### src/rtl/qdr_backdoor_bridge_pkg.sv
`default_nettype none
// ============================================================================
// Module      : qdr_backdoor_bridge_pkg
// Description : Shared types and lane helpers for the QDR host backdoor bridge.
//               Maps 32-bit host words to and from 36-bit QDR halves, where
//               each byte sits in a 9-bit lane with its parity bit on top.
// Revision    : 1.0 - initial release
// ============================================================================
package qdr_backdoor_bridge_pkg;

    localparam int HALF_W = 36;
    localparam int WORD_W = 72;

    // Bridge sequencing states
    typedef enum logic [1:0] {
        ST_IDLE  = 2'd0,
        ST_REQ   = 2'd1,
        ST_RWAIT = 2'd2,
        ST_ACK   = 2'd3
    } state_t;

    // Spread four host bytes into 9-bit lanes; parity bits are written as zero
    function automatic logic [HALF_W-1:0] lane_pack(input logic [31:0] data);
        lane_pack = {1'b0, data[31:24], 1'b0, data[23:16],
                     1'b0, data[15:8],  1'b0, data[7:0]};
    endfunction

    // Collapse a 36-bit half back to 32 bits, dropping the parity bits
    function automatic logic [31:0] lane_unpack(input logic [HALF_W-1:0] half);
        lane_unpack = {half[34:27], half[25:18], half[16:9], half[7:0]};
    endfunction

    // Byte enables to 18-bit lane enables; only the selected half is enabled
    function automatic logic [3:0] lane_be(input logic [3:0] be, input logic hi);
        logic [1:0] lanes;
        lanes   = {be[3] | be[2], be[1] | be[0]};
        lane_be = hi ? {lanes, 2'b00} : {2'b00, lanes};
    endfunction

endpackage
`default_nettype wire

### src/rtl/qdr_backdoor_bridge.sv
`default_nettype none
// ============================================================================
// Module      : qdr_backdoor_bridge
// Description : Turns one 32-bit host register access into one QDR burst slot
//               on a 72-bit word. Writes ack right after the grant; reads wait
//               a fixed QDR latency, capture the selected half, then ack.
// Revision    : 1.0 - initial release
// ============================================================================
module qdr_backdoor_bridge
    import qdr_backdoor_bridge_pkg::*;
#(
    parameter int QDR_LATENCY = 10
) (
    input  logic        qdr_clk,
    input  logic        qdr_rst_n,
    input  logic        host_en,
    input  logic        host_rnw,
    input  logic [31:0] host_addr,
    input  logic [31:0] host_datai,
    input  logic [3:0]  host_be,
    output logic [31:0] host_datao,
    output logic        host_ack,
    output logic        qdr_req,
    input  logic        qdr_ack,
    output logic [31:0] qdr_addr,
    output logic        qdr_r,
    output logic        qdr_w,
    output logic [71:0] qdr_d,
    output logic [3:0]  qdr_be,
    input  logic [71:0] qdr_q,
    output logic        sniffer_latch_out
);

    localparam int CNT_W = $clog2(QDR_LATENCY + 1);
    // Counter value in the last RWAIT cycle, when qdr_q is due
    localparam logic [CNT_W-1:0] CNT_LAST = CNT_W'(QDR_LATENCY - 1);

    state_t            state;
    state_t            state_nxt;
    logic              rnw_q;
    logic              hi_sel;
    logic [CNT_W-1:0]  lat_cnt;
    logic              unused_addr_bits;

    // Sub-word byte offset has no meaning on a 32-bit host port
    assign unused_addr_bits = ^host_addr[1:0];

    // State register
    always_ff @(posedge qdr_clk) begin
        if (!qdr_rst_n) begin
            state <= ST_IDLE;
        end else begin
            state <= state_nxt;
        end
    end

    // Next-state and strobe decode
    always_comb begin
        state_nxt         = state;
        qdr_req           = 1'b0;
        qdr_r             = 1'b0;
        qdr_w             = 1'b0;
        host_ack          = 1'b0;
        sniffer_latch_out = 1'b0;
        case (state)
            ST_IDLE: begin
                if (host_en) begin
                    state_nxt = ST_REQ;
                end
            end
            ST_REQ: begin
                qdr_req = 1'b1;
                qdr_r   = rnw_q;
                qdr_w   = !rnw_q;
                if (qdr_ack) begin
                    state_nxt = rnw_q ? ST_RWAIT : ST_ACK;
                end
            end
            ST_RWAIT: begin
                if (lat_cnt == CNT_LAST) begin
                    sniffer_latch_out = 1'b1;
                    state_nxt         = ST_ACK;
                end
            end
            ST_ACK: begin
                host_ack  = 1'b1;
                state_nxt = ST_IDLE;
            end
            default: begin
                state_nxt = ST_IDLE;
            end
        endcase
    end

    // Request capture: address, lane-packed data and enables stay frozen until the next access
    always_ff @(posedge qdr_clk) begin
        if (!qdr_rst_n) begin
            rnw_q    <= 1'b0;
            hi_sel   <= 1'b0;
            qdr_addr <= '0;
            qdr_d    <= '0;
            qdr_be   <= '0;
        end else if (state == ST_IDLE && host_en) begin
            rnw_q    <= host_rnw;
            hi_sel   <= host_addr[2];
            qdr_addr <= {3'b000, host_addr[31:3]};
            qdr_d    <= {lane_pack(host_datai), lane_pack(host_datai)};
            qdr_be   <= host_rnw ? 4'b0000 : lane_be(host_be, host_addr[2]);
        end
    end

    // Read latency counter: cleared on the read grant, advances while waiting
    always_ff @(posedge qdr_clk) begin
        if (!qdr_rst_n) begin
            lat_cnt <= '0;
        end else if (state == ST_REQ && qdr_ack) begin
            lat_cnt <= '0;
        end else if (state == ST_RWAIT) begin
            lat_cnt <= lat_cnt + CNT_W'(1);
        end
    end

    // Read data capture of the selected half; held until the next capture
    always_ff @(posedge qdr_clk) begin
        if (!qdr_rst_n) begin
            host_datao <= '0;
        end else if (sniffer_latch_out) begin
            host_datao <= lane_unpack(hi_sel ? qdr_q[WORD_W-1:HALF_W] : qdr_q[HALF_W-1:0]);
        end
    end

endmodule
`default_nettype wire

### config.mk
export PLATFORM = sky130hd
export DESIGN_NAME = qdr_backdoor_bridge
export DESIGN_NICKNAME = d
export VERILOG_FILES = /design/src/rtl/qdr_backdoor_bridge_pkg.sv /design/src/rtl/qdr_backdoor_bridge.sv
export SDC_FILE = /design/constraint.sdc
export NUM_CORES = 1
export LEC_CHECK = 0
export CORE_MARGIN = 2
export CORE_UTILIZATION = 34
export DETAILED_ROUTE_END_ITERATION = 10
export PLACE_DENSITY = 0.78
export SLEW_MARGIN = 20
export SYNTH_ARGS = -nofsm -noshare
export SYNTH_HDL_FRONTEND = slang
export SYNTH_SLANG_ARGS = --single-unit
### constraint.sdc
create_clock -name qdr_clk -period 1.79 [get_ports qdr_clk]
set_clock_uncertainty 0.15 [all_clocks]
set_input_delay 0.358 -clock qdr_clk [delete_from_list [all_inputs] [get_ports qdr_clk]]
set_output_delay 0.358 -clock qdr_clk [all_outputs]
set_load 0.01 [all_outputs]
# Word level (Yosys, flattened, before mapping)

Cells that the tools add are included.

Register bits after elaboration: 137
Input bits: 145
Output and inout bits: 145
Logic and storage cells: 39

$add $sub $neg: 1
Equality and inequality tests: 7
Mux-type cells: 14
Bitwise gates (word level): 3
Reduce and logical (&&, ||, !) cells: 6

Operators with widths:

| cell                                                             | number |
|---|---|
| 35-bit two-way mux                                               | 1 |
| 4-bit two-way mux                                                | 2 |
| 2-bit one-hot mux with 4 select lines                            | 1 |
| 1-bit two-way mux                                                | 7 |
| 2-bit two-way mux                                                | 3 |
| 2-bit inequality test (second input constant)                    | 3 |
| 4-bit by 1-bit adder with 4-bit output (second input constant)   | 1 |
| 2-bit == test (second input constant)                            | 2 |
| 4-bit == test (second input constant)                            | 1 |
| 3-bit AND reduction                                              | 1 |
| 2-bit by 1-bit == test with 1-bit output (second input constant) | 1 |
| 1-bit logical AND                                                | 2 |
| 2-bit logical NOT                                                | 1 |
| 1-bit OR                                                         | 2 |
| 2-bit OR reduction                                               | 1 |
| 1-bit logical NOT                                                | 1 |
| 1-bit NOT                                                        | 1 |

# Depth between registers and ports, before layout

Depth after elaboration: 3
Depth in mapped cells: 8
Mapped depth without buffers: 5

# Worst setup path after synthesis

Ideal clock, no wire load.

Kind: reg-to-output
Start: register state[0]
End: output port sniffer_latch_out
Arrival: 1.239 ns
Data required time: 1.282 ns
Setup slack: 0.043 ns
Stages on the path, launching flop included: 7
Path buffers: 3
Cell sequence: dfxtp_1 -> inv_1 -> ha_1 -> buf_6 -> and4b_4 -> buf_6 -> buf_6

Word-level cells in the longest chain between the ends: 2

RTL lines:

| item                   | RTL line                  | text |
|---|---|---|
| from (decl)            | qdr_backdoor_bridge.sv:38 | `state_t state;` |
| from (signal assigned) | qdr_backdoor_bridge.sv:53 | `state <= state_nxt;` |
| 2-bit == test          | qdr_backdoor_bridge.sv:65 | `case (state)` |
| 1-bit two-way mux      | qdr_backdoor_bridge.sv:65 |  |
| to (decl)              | qdr_backdoor_bridge.sv:31 | `output logic sniffer_latch_out` |

No other way between the ends.

# Final worst setup path

Start: register lat_cnt[1]
End: output port sniffer_latch_out

Word-level cells in the longest chain between the ends: 3

RTL lines:

| item                   | RTL line                   | text |
|---|---|---|
| from (decl)            | qdr_backdoor_bridge.sv:42  | `logic [CNT_W-1:0] lat_cnt;` |
| from (signal assigned) | qdr_backdoor_bridge.sv:119 | `lat_cnt <= lat_cnt + CNT_W'(1);` |
| 4-bit == test          | qdr_backdoor_bridge.sv:80  | `if (lat_cnt == CNT_LAST) begin` |
| 1-bit two-way mux      | qdr_backdoor_bridge.sv:80  |  |
| 1-bit two-way mux      | qdr_backdoor_bridge.sv:65  |  |

No other way between the ends.

==> impl_metrics.yaml <==
run_status:
  outcome: "finished, final reports clean"
global_routing:
  grt_max_degree: 56
  grtUsageMet3_pct: 3.933
  busiest_layer: "met2"
  grt_pass1_vias: 4012
  globalRouteOverflowTotal: 0
  antenna_found_initial: 0
  grt_pass1_wl_mm: 19.87
  grt_usage_pct: 16.88
  met1_usage_pct: 19.34
  met2_usage_pct: 29.71
layout:
  final_cell_mix: "212 x clkdlybuf4s50_1, 168 x nand2_1, 102 x dfxtp_1"
  syn2layout_area_growth_pct: 65.95
  drive_above_1_share_pct: 7.943
  fin_area_um2: 7855
  seq_area_um2: 2108
  finish.utilization_pct: 57.25
  final_common_cell: "clkdlybuf4s50_1"
  final_cells: 948
  fill_cells: 1234
  diodes: 0
  multi_input_area_um2: 2133
  fin_nets: 915
pwr:
  ir_drop_uv: 619.5
  p_leak_uw: 0.003965
  power.density_nw_per_um2: 996.9
  fin_total_pwr_uw: 7830
synth:
  synth_cells: 525
  synth_compound_area_share_pct: 18.69
  netlist_area_um2: 4733
  synth_simple_gate_area_share_pct: 15.44
  ys_warn_count: 0
  synth-seq-cells: 105
  muxShareOfSynthArea_pct: 6.979
  synth-seq-area-share_pct: 44.41
  synth-xor-area-share_pct: 0.5551
  synth_cell_types: 28
  synth_top_family_by_area: "compound AO/OA/AOI/OAI gates"
  synthAdderAreaFrac_pct: 1.850
  avgSynthCellArea_um2: 9.016
floorplanning:
  rows: 43
  die-area_um2: 14880
  initial_core_util_pct: 34.50
  ios: 290
  coreArea_um2: 13720
  die_y_um: 122.0
  die_w_um: 122.0
setup_path:
  cp-end-kind: "output port"
  critPathMaxFanout: 3
  slowest_stage: "dfxtp_1"
  startpoint_type: "flop"
  arrival_ns: 1.25
  critPathRequiredTime_ns: 1.28
  path_class: "flop to output port"
  crit_start: "lat_cnt[1]"
  ff2ff_setup_slack_ns: 0.08
  r2r_start: "state[1]"
  regToRegEndpoint: "state[1]"
  cp-endpoint: "sniffer_latch_out"
  max_stage_delay_ns: 0.31
  reg2reg_depth: 7
  worstPathCellList: "inv_1 -> ha_1 -> and4b_4 -> buf_6"
timing:
  timing.final.max_slew_violations: 0
  finalHoldViolations: 0
  clock.fmax_mhz: 567.3
  setup_viol: 0
  min_period_ns: 1.763
  rsz0062_at_grt: "true"
  period_share_pct: 98.48
detailed_routing:
  num_vias: 4337
  ant_nets: 0
  drt-initial-drc-count: 173
  dr.pass1.iters: 4
  drc: 0
  routedWlPerCell_um: 13.95
  via_per_inst: 4.575
  wl_mm: 13.23
cts:
  clock_latency_ns: 0.34
  clk_pin_slew_ns: 0.07
  numCtsBuffers: 9
  cts_tree: "yes"
  cts_hold_buffers: 0
  cts-root-buf: "clkbuf_16"
  cts_sinks: 105
  clk_path_buf_depth: 2
  htreeDepth: 3
placement:
  globalplace.congestion: 0.7711
  numPortBuffers: 268
  dp_hpwl_mm: 9.731
  dp.cells: 931
  dpl-instance-area_um2: 7390
worst_hold_path:
  hold_class: "primary input to flop"
  whs_path_depth: 2
job:
  maxCapViolations: 0
cell type report:
type / instances / share of cell area [%]
repair buffers: 297 / 38.69
multi-input cells: 345 / 27.16
flip-flops and latches: 105 / 26.84
clock buffers: 12 / 3.265
well taps: 180 / 2.867
clock inverters: 4 / 0.9398
inverters: 5 / 0.2389
logic make-up after synthesis:
kind of cell / after synthesis
xor gates and xnor gates: 3
other: 1
adders and majority gates: 7
muxes: 33
buffers and inverters: 85
AOI/OAI and AO/OA: 106
DFF: 105
and+or+nand+nor: 185
layer usage:
metal | up-vias | part of all wire (%) | wire, um
met5 | - | 0 | 0
met4 | 0 | 2.3 | 304
met3 | 19 | 6.2 | 825
met2 | 153 | 50 | 6676
met1 | 2001 | 41 | 5423
li1 | 2164 | - | -
metrics by stage:
step	setup TNS (ns)	setup WS (ns)	hold slack [ns]
after global placement	-0.1564	-0.07388	0.2906
after global routing	-0.03371	-0.01809	0.2717
after detailed placement	-0.6343	-0.07584	0.3049
after floorplan	0	0.04285	0.3157
final	0	0.02713	0.2728
after CTS	-0.01426	-0.01426	0.2623
worst min-delay path by stage:
stage	start	to
after floorplan	rnw_q	rnw_q
after global placement	qdr_be[0]	qdr_be[0]
after detailed placement	qdr_be[0]	qdr_be[0]
after CTS	qdr_rst_n	qdr_d[56]
after global routing	qdr_rst_n	qdr_d[47]
final	qdr_rst_n	qdr_d[47]
power by group:
part	switching (uW)	internal [uW]
clock network	869	1310
logic	1270	1520
registers	213	2650
timing repair:
item,in CTS,in global routing
buffers inserted,0,0
resized for setup,33,50
setup endpoints to repair,17,61
cloned,0,1
pin swaps,1,3
critical path, delay by kind of cell, from the launching register on:
| family | cells | cell delay [ns] |
|---|---|---|
| fa+ha+maj | 1 | 0.16 |
| buf+inv | 2 | 0.16 |
| flops | 1 | 0.31 |
| simple gates | 1 | 0.28 |
Yosys cell counts (all sizes together):
master | instances | share of area (%)
and2 | 2 | 0.26
o211a | 32 | 6.8
nand4 | 1 | 0.13
buf | 68 | 11
a32o | 1 | 0.21
a221o | 1 | 0.21
nor2 | 6 | 0.48
o21a | 1 | 0.16
nand2 | 169 | 13
ha | 7 | 1.9
conb | 1 | 0.079
or4 | 2 | 0.32
inv | 5 | 0.40
xor2 | 2 | 0.37
a211oi | 1 | 0.16
nand3b | 1 | 0.16
xnor2 | 1 | 0.19
clkbuf | 12 | 0.95
dfxtp | 105 | 44
mux2i | 33 | 7.0
and4b | 1 | 0.29
nor2b | 3 | 0.40
o2111ai | 2 | 0.37
a221oi | 1 | 0.19
a21boi | 67 | 11
state kept, by name, indices dropped and copies added (netlist names):
signal,flops
qdr_addr,29
hi_sel,1
state,2
qdr_d,32
lat_cnt,4
qdr_be,4
rnw_q,1
host_datao,32
(Power assumes the default switching activity.)
